### src/rtl/clock_tick_pkg.sv
// Shared defaults and width helper for the time-of-day tick generator.
package clock_tick_pkg;

  localparam int CLK_HZ_DEFAULT          = 100_000_000;
  localparam int DISPLAY_HZ_DEFAULT      = 200;
  localparam int SEC_PER_MIN_DEFAULT     = 60;
  localparam int MIN_PER_HOUR_DEFAULT    = 60;
  localparam int HOURS_PER_CYCLE_DEFAULT = 12;

  // A modulus of 1 or 2 still needs a one-bit register.
  function automatic int width_of(input int value);
    return ($clog2(value) < 1) ? 1 : $clog2(value);
  endfunction

endpackage

### src/rtl/tick_prescaler.sv
// Modulo-DIVISOR prescaler. tick is a combinational strobe meaning "wrapping at this edge";
// the parent registers it so every tick it drives out sits at the same edge as the count carries.
module tick_prescaler
  import clock_tick_pkg::*;
#(
  parameter int DIVISOR = 2
)
(
  input  logic cmosClock,
  input  logic resetN,
  input  logic enable,
  input  logic clear,
  output logic tick
);

  localparam int CNT_W = width_of(DIVISOR);
  localparam logic [CNT_W-1:0] LAST = CNT_W'(DIVISOR - 1);

  logic [CNT_W-1:0] count;

  assign tick = enable && !clear && (count == LAST);

  always_ff @(posedge cmosClock or negedge resetN) begin
    if (!resetN) begin
      count <= '0;
    end else if (clear) begin
      count <= '0;
    end else if (enable) begin
      count <= (count == LAST) ? '0 : count + CNT_W'(1);
    end
  end

endmodule

### src/rtl/clock_tick_generator.sv
// Time-of-day tick generator: registered second/minute/hour/display enables plus running counts.
// Optional macro CLOCK_TICK_SQUARE_EN adds 50%-duty square outputs that toggle on each tick.
module clock_tick_generator
  import clock_tick_pkg::*;
#(
  parameter int CLK_HZ          = CLK_HZ_DEFAULT,
  parameter int DISPLAY_HZ      = DISPLAY_HZ_DEFAULT,
  parameter int SEC_PER_MIN     = SEC_PER_MIN_DEFAULT,
  parameter int MIN_PER_HOUR    = MIN_PER_HOUR_DEFAULT,
  parameter int HOURS_PER_CYCLE = HOURS_PER_CYCLE_DEFAULT
)
(
  input  logic cmosClock,
  input  logic resetN,
  input  logic run,
  input  logic clearSeconds,
  input  logic advMinute,
  input  logic advHour,
  output logic secondTick,
  output logic minuteTick,
  output logic hourTick,
  output logic displayTick,
  output logic [width_of(SEC_PER_MIN)-1:0]     secondCount,
  output logic [width_of(MIN_PER_HOUR)-1:0]    minuteCount,
  output logic [width_of(HOURS_PER_CYCLE)-1:0] hourCount
`ifdef CLOCK_TICK_SQUARE_EN
  ,
  output logic secondClock,
  output logic minuteClock,
  output logic hourClock,
  output logic displayClock
`endif
);

  localparam int SEC_W  = width_of(SEC_PER_MIN);
  localparam int MIN_W  = width_of(MIN_PER_HOUR);
  localparam int HOUR_W = width_of(HOURS_PER_CYCLE);

  localparam logic [SEC_W-1:0]  SEC_LAST  = SEC_W'(SEC_PER_MIN - 1);
  localparam logic [MIN_W-1:0]  MIN_LAST  = MIN_W'(MIN_PER_HOUR - 1);
  localparam logic [HOUR_W-1:0] HOUR_LAST = HOUR_W'(HOURS_PER_CYCLE - 1);

  function automatic logic [MIN_W-1:0] min_inc(input logic [MIN_W-1:0] value);
    return (value == MIN_LAST) ? '0 : value + MIN_W'(1);
  endfunction

  function automatic logic [HOUR_W-1:0] hour_inc(input logic [HOUR_W-1:0] value);
    return (value == HOUR_LAST) ? '0 : value + HOUR_W'(1);
  endfunction

  logic sec_strobe;
  logic disp_strobe;
  logic min_carry;
  logic hour_carry;
  logic [SEC_W-1:0]  sec_next;
  logic [MIN_W-1:0]  min_once;
  logic [MIN_W-1:0]  min_next;
  logic [HOUR_W-1:0] hour_once;
  logic [HOUR_W-1:0] hour_next;

  tick_prescaler #(.DIVISOR(CLK_HZ)) sec_prescaler (
    .cmosClock (cmosClock),
    .resetN    (resetN),
    .enable    (run),
    .clear     (clearSeconds),
    .tick      (sec_strobe)
  );

  tick_prescaler #(.DIVISOR(CLK_HZ / DISPLAY_HZ)) disp_prescaler (
    .cmosClock (cmosClock),
    .resetN    (resetN),
    .enable    (1'b1),
    .clear     (1'b0),
    .tick      (disp_strobe)
  );

  // Natural carries ripple through in one edge; advance pulses stack on top without carrying.
  always_comb begin
    min_carry  = sec_strobe && (secondCount == SEC_LAST);
    hour_carry = min_carry && (minuteCount == MIN_LAST);

    sec_next = secondCount;
    if (clearSeconds) begin
      sec_next = '0;
    end else if (sec_strobe) begin
      sec_next = (secondCount == SEC_LAST) ? '0 : secondCount + SEC_W'(1);
    end

    min_once  = min_carry ? min_inc(minuteCount) : minuteCount;
    min_next  = advMinute ? min_inc(min_once) : min_once;
    hour_once = hour_carry ? hour_inc(hourCount) : hourCount;
    hour_next = advHour ? hour_inc(hour_once) : hour_once;
  end

  always_ff @(posedge cmosClock or negedge resetN) begin
    if (!resetN) begin
      secondTick  <= 1'b0;
      minuteTick  <= 1'b0;
      hourTick    <= 1'b0;
      displayTick <= 1'b0;
      secondCount <= '0;
      minuteCount <= '0;
      hourCount   <= '0;
`ifdef CLOCK_TICK_SQUARE_EN
      secondClock  <= 1'b0;
      minuteClock  <= 1'b0;
      hourClock    <= 1'b0;
      displayClock <= 1'b0;
`endif
    end else begin
      secondTick  <= sec_strobe;
      minuteTick  <= min_carry;
      hourTick    <= hour_carry;
      displayTick <= disp_strobe;
      secondCount <= sec_next;
      minuteCount <= min_next;
      hourCount   <= hour_next;
`ifdef CLOCK_TICK_SQUARE_EN
      secondClock  <= secondClock ^ sec_strobe;
      minuteClock  <= minuteClock ^ min_carry;
      hourClock    <= hourClock ^ hour_carry;
      displayClock <= displayClock ^ disp_strobe;
`endif
    end
  end

endmodule

### config.mk
export PLATFORM = sky130hd
export DESIGN_NAME = clock_tick_generator
export DESIGN_NICKNAME = d
export VERILOG_FILES = /design/src/rtl/clock_tick_pkg.sv /design/src/rtl/tick_prescaler.sv /design/src/rtl/clock_tick_generator.sv
export SDC_FILE = /design/constraint.sdc
export NUM_CORES = 1
export LEC_CHECK = 0
export CORE_MARGIN = 1.5
export CORE_UTILIZATION = 40
export CTS_CLUSTER_DIAMETER = 80
export DETAILED_ROUTE_END_ITERATION = 7
export PLACE_DENSITY = 0.72
export SLEW_MARGIN = 20
export SYNTH_ARGS = -nofsm -noshare
export SYNTH_HDL_FRONTEND = slang
export SYNTH_SLANG_ARGS = --single-unit
### constraint.sdc
create_clock -name cmosClock -period 2.8 [get_ports cmosClock]
set_clock_uncertainty 0.2 [all_clocks]
set_input_delay 0.42 -clock cmosClock [delete_from_list [all_inputs] [get_ports cmosClock]]
set_output_delay 0.42 -clock cmosClock [all_outputs]
set_load 0.01 [all_outputs]
; ---- After elaboration in Yosys (flattened, before gate mapping)
; Index checks and enable logic that the tools add are counted.
[totals]
ff_bits = 66
in_bits = 6
wordCells = 45
[op_classes]
add_sub_neg = 7
eq_ne = 7
mux = 15
reduce_logical = 7
[op_table]
columns = cell, n
row1 = 27-bit 2-to-1 mux, 3
row2 = 6-bit 2-to-1 mux, 7
row3 = "27-bit by 1-bit adder with 27-bit output, second input constant", 1
row4 = "27-bit equality test, second input constant", 1
row5 = "19-bit by 1-bit adder with 19-bit output, second input constant", 1
row6 = "19-bit equality test, second input constant", 1
row7 = 19-bit 2-to-1 mux, 1
row8 = "6-bit by 1-bit adder with 6-bit output, second input constant", 3
row9 = "6-bit equality test, second input constant", 3
row10 = 4-bit 2-to-1 mux, 4
row11 = "4-bit by 1-bit adder with 4-bit output, second input constant", 2
row12 = "4-bit equality test, second input constant", 2
row13 = 1-bit logical AND, 4
row14 = 2-bit nonzero test, 2
row15 = 1-bit logical NOT, 1

; ---- Depth between registers and ports, before layout
[logic_depth]
depth_word = 9
ltp_mapped = 10
depth_no_buf = 10

; ---- Cells and area by module
; A second synthesis with hierarchy kept.
[hier_totals]
cells_unflattened = 454
hier_area_um2 = 4056.4
[by_module_without_submodules]
columns = module, n_inst, cells_each, area_per_inst_um2, seq_area_each_um2
row1 = tick_prescaler at sec_prescaler, 1, 177, 1585.3, 675.6
row2 = clock_tick_generator, 1, 155, 1366.3, 500.5
row3 = tick_prescaler at disp_prescaler, 1, 122, 1104.8, 475.5

; ---- Worst setup path after synthesis
; No wires, ideal clock.
[synth_path]
path_type = register -> register
from = register secondCount[0]
to = register minuteCount[1]
arrival_ps = 2640
slack_ps = -126
stages_incl_launch_ff = 11
synth_period_minus_slack_ps = 2926
path_cell_list = dfrtp_1 -> ha_1 -> and4b_1 -> nand2_1 -> nor4_2 -> buf_2 -> mux2_2 -> ha_1 -> nand2_1 -> nor3_1 -> nor3_1
[synth_between]
elab_chain_cells = 6
word_cells_on_any_way = 7
classes_between = 1 x add/sub / 2 x eq/ne / 3 x mux / 1 x reduce/logical
[synth_rtl]
columns = item, line
row1 = start: declaration, clock_tick_generator.sv:23  ; output logic [width_of(SEC_PER_MIN)-1:0] secondCount,
row2 = start signal: assignment, clock_tick_generator.sv:115  ; secondCount <= sec_next;
row3 = 6-bit equality test *, clock_tick_generator.sv:79  ; min_carry = sec_strobe && (secondCount == SEC_LAST);
row4 = 1-bit logical AND *, clock_tick_generator.sv:79
row5 = via min_carry, clock_tick_generator.sv:53  ; logic min_carry;
row6 = 6-bit 2-to-1 mux *, clock_tick_generator.sv:89  ; min_once = min_carry ? min_inc(minuteCount) : minuteCount;
row7 = 6-bit by 1-bit adder with 6-bit output or 6-bit equality test (tied branches), clock_tick_generator.sv:44  ; return (value == MIN_LAST) ? '0 : value + MIN_W'(1);
row8 = 6-bit 2-to-1 mux, clock_tick_generator.sv:44
row9 = 6-bit 2-to-1 mux *, clock_tick_generator.sv:90  ; min_next = advMinute ? min_inc(min_once) : min_once;
row10 = via min_next[1], clock_tick_generator.sv:57  ; logic [MIN_W-1:0] min_next;
row11 = end signal: assignment, clock_tick_generator.sv:116  ; minuteCount <= min_next;
row12 = end: declaration, clock_tick_generator.sv:24  ; output logic [width_of(MIN_PER_HOUR)-1:0] minuteCount,
; Mark *: on every way through the listed nets, which the timed path passes. The rest lies on a longest branch.
; A chain may end at the register's enable or synchronous reset.

; ---- Worst setup path after layout
[layout_path]
from = register sec_prescaler.count[1]
to = register minuteCount[3]
[layout_between]
elab_chain_cells = 7
word_cells_on_any_way = 8
classes_between = 1 x add/sub / 2 x eq/ne / 3 x mux / 2 x reduce/logical
[layout_rtl]
columns = item, line
row1 = start: declaration, tick_prescaler.sv:19  ; logic [CNT_W-1:0] count;
row2 = start signal: assignment, tick_prescaler.sv:29  ; count <= (count == LAST) ? '0 : count + CNT_W'(1);
row3 = 27-bit equality test *, tick_prescaler.sv:21  ; assign tick = enable && !clear && (count == LAST);
row4 = 1-bit logical AND *, tick_prescaler.sv:21
row5 = 1-bit logical AND *, clock_tick_generator.sv:79
row6 = 6-bit 2-to-1 mux *, clock_tick_generator.sv:89
row7 = 6-bit by 1-bit adder with 6-bit output or 6-bit equality test (tied branches), clock_tick_generator.sv:44
row8 = 6-bit 2-to-1 mux, clock_tick_generator.sv:44
row9 = 6-bit 2-to-1 mux *, clock_tick_generator.sv:90
row10 = via min_next[3], clock_tick_generator.sv:57
; Marks and branches as above.

==> impl_metrics.toml <==
[outcome]
outcome = "completed"

[timing]
slew_viol_final = 0
worst_pin_slew_ps = 588.8
hold_viol_final = 0
setup_violations = 0
holdWs_ps = 259.2
grt_setup_unrepaired = "true"
period_needed_ps = 2721
slew_headroom_pct = 60.44
max_freq_mhz = 367.5
period_share_pct = 97.17

[synth]
ys_warn_count = 0
synth_top_area_share_pct = 43.69
syn_area_per_cell_sq_um = 8.831
synthFlopType = "dfrtp_1"
synthTopCellsByArea = "dfrtp_1 44%, o21ai_0 6.9%, nand2_1 5.2%, nor2_1 4.2%, xor2_1 3.0%"
ys_ff_latch = 66
yosysTopAreaCell = "dfrtp_1"
synth_edf_count = 0
syn_inst = 428
async_flop_share_pct = 100.0
synth_cell_types = 57
post-synth-top-count-cell = "dfrtp_1"
syn_nets = 440
seq_area_frac_synth_pct = 43.69
netlist_area_sq_um = 3780
synthTopCellsByCount = "66 x dfrtp_1, 52 x nand2_1, 52 x o21ai_0, 42 x nor2_1, 22 x nand3_1"

[power]
ir_drop_uv = 500.2
p_total_mw = 2.943
power_density_nw_per_um2 = 618.7
p_leak_nw = 2.081

[critical_path]
crit_type = "flip-flop to flip-flop"
cp.required_ps = 2820
critical-path-slowest-cell = "dfrtp_1"
r2r_end = "minuteCount[3]"
cp_cell_sequence = "ha_4, and4_4, nand4_4, nor4_4, buf_4, nand2_1, mux2i_2, ha_2, nand2_2, o211ai_1, o21ai_0"
crit_arrival_ps = 2740
crit_path_max_incr_delay_ps = 420
end_kind = "flip-flop"
r2r_start = "sec_prescaler.count[1]"
r2r_setup_slack_ps = 80
startpoint_type = "flip-flop"
r2r_cells = 11
cp_max_fo = 6

[routing]
post_drt_wl_per_cell_um = 14.37
route.detailed.drc = 0
drt_iter0_drc = 168
ant_nets = 0
via_per_inst = 5.623
dr.pass1.iters = 5
vias = 3430
drt_wl_total_um = 8766

[cts]
clk_latency_ps = 350
path_clk_slew_ps = 80
cts_max_level = 3
cts_buffers = 9
cts_root_buffer = "clkbuf_8"
cts_buffer_depth = 2
cts_sinks = 66
cts_tree = "built"

[placement]
gp_congestion = 0.8860
port_buffers = 25
placed_cells = 587
hpwlAfterDp_um = 6007

[worst_hold_path]
hp-class = "flip-flop to flip-flop"
min_path_cells = 1
hold_path_end = "disp_prescaler.count[0]"
hp-start = "disp_prescaler.count[0]"

[floorplan]
start_util_pct = 41.10
io_pins = 26
die_w_um = 100.2
die_h_um = 100.2
rows = 35
coreArea_sq_um = 9196
die_area_sq_um = 10040

[global_routing]
grtUsageTotal_pct = 18.68
first_global_vias = 3351
grt_start_max_net_pins = 67
antenna_found_initial = 0
overflow = 0
grt_pass1_wl_um = 15160

[final_layout]
nets = 506
post-route-util_pct = 51.73
diodes = 0
area_delta_synth_final_pct = 25.85
drive_gt1_share_pct = 17.43
final_cells = 610

[run]
maxCapViolations = 0
cells by family (layout without fill, tap and decap cells):
logic type	Yosys count	count (layout)	synth area share, %
fa+ha+maj	6	6	1.986
mux	8	8	2.317
xor+xnor	25	25	5.793
simple gates	203	203	29.10
flops	66	66	43.69
buf+inv	26	97	2.747
compound gates	94	94	14.37
cell usage in the layout (no fill, tap or decap), types with 3 or more instances in the layout:
| cell | count |
|---|---|
| dfrtp_1 | 65 |
| o21ai_0 | 51 |
| nand2_1 | 50 |
| buf_4 | 47 |
| nor2_1 | 42 |
| clkdlybuf4s50_1 | 24 |
| nand3_1 | 22 |
| nand4_1 | 18 |
| xor2_1 | 13 |
| xnor2_1 | 12 |
| a21oi_1 | 12 |
| and3_1 | 10 |
| clkbuf_8 | 9 |
| a31oi_1 | 8 |
| inv_1 | 7 |
| and2_1 | 6 |
| nor3_1 | 6 |
| nor2b_1 | 5 |
| nor4_1 | 5 |
| o31ai_1 | 5 |
| nand2b_1 | 5 |
| nand3b_1 | 4 |
| mux2i_1 | 4 |
| or3_1 | 3 |
| nor4b_1 | 3 |
| a21o_1 | 3 |
| ha_1 | 3 |
flip-flops by register name (all words and copies together) (netlist names):
name	count
secondTick	1
hourTick	1
displayTick	1
disp_prescaler.count	19
secondCount	6
minuteCount	6
sec_prescaler.count	27
hourCount	4
minuteTick	1
stage by stage:
step	setup slack [ps]	instance area (sq um)	TNS (ps)
after floorplan	77.40	3791	0
after global placement	-224.3	4423	-1222
after detailed placement	-344.0	4423	-1863
after CTS	1.144	4688	0
after global routing	-90.93	4757	-301.4
final	79.21	4757	0
worst max-delay path: cells and delay by family, from the launching register on:
kind | cells | cell delay (ps)
AO/OA/AOI/OAI | 2 | 300
adder cells (fa/ha/maj) | 2 | 430
buffers and inverters | 1 | 180
flip-flops | 1 | 420
multiplexers | 1 | 220
AND/OR/NAND/NOR | 5 | 850
final cells by class:
class	count	area, sq um
fill	825	4439
multi-input combinational	336	2087
sequential	66	1653
timing repair buffer	74	628.1
tap	111	138.9
clock buffer	9	123.9
clock inverter	7	100.1
inverter	7	26.28
worst max-delay path by stage:
stage / end / startpoint / cells after the start / slack (ps)
after global placement: minuteCount[1] / run / 11 / -220
final: minuteCount[3] / sec_prescaler.count[1] / 11 / 80
after detailed placement: minuteCount[1] / run / 11 / -340
after global routing: minuteCount[3] / sec_prescaler.count[1] / 11 / -90
after floorplan: hourCount[3] / sec_prescaler.count[0] / 9 / 80
after CTS: minuteCount[3] / sec_prescaler.count[1] / 11 / 1
power by group:
part / total (mW) / leakage, nW / internal (mW) / switching (mW)
combinational: 0.873 / 1.08 / 0.461 / 0.413
sequential: 1.16 / 0.882 / 1.02 / 0.138
clock: 0.909 / 0.114 / 0.509 / 0.400
per-layer routing:
metal	routed length (um)	global-route usage (%)	up-vias
met5	0	0	-
met4	159	8.342	0
met3	334	3.760	17
met2	4111	30.30	92
met1	4160	24.18	1647
li1	-	-	1674
repair_timing:
item / 4_1_cts / 5_1_grt
endpoints found under the hold margin: 66 / 0
setup endpoints to repair: 4 / 8
hold buffers: 1 / 0
buffers inserted: 2 / 4
pin swaps: 1 / 4
resized for setup: 4 / 9
Note: power is estimated with default switching activity, not from simulation.
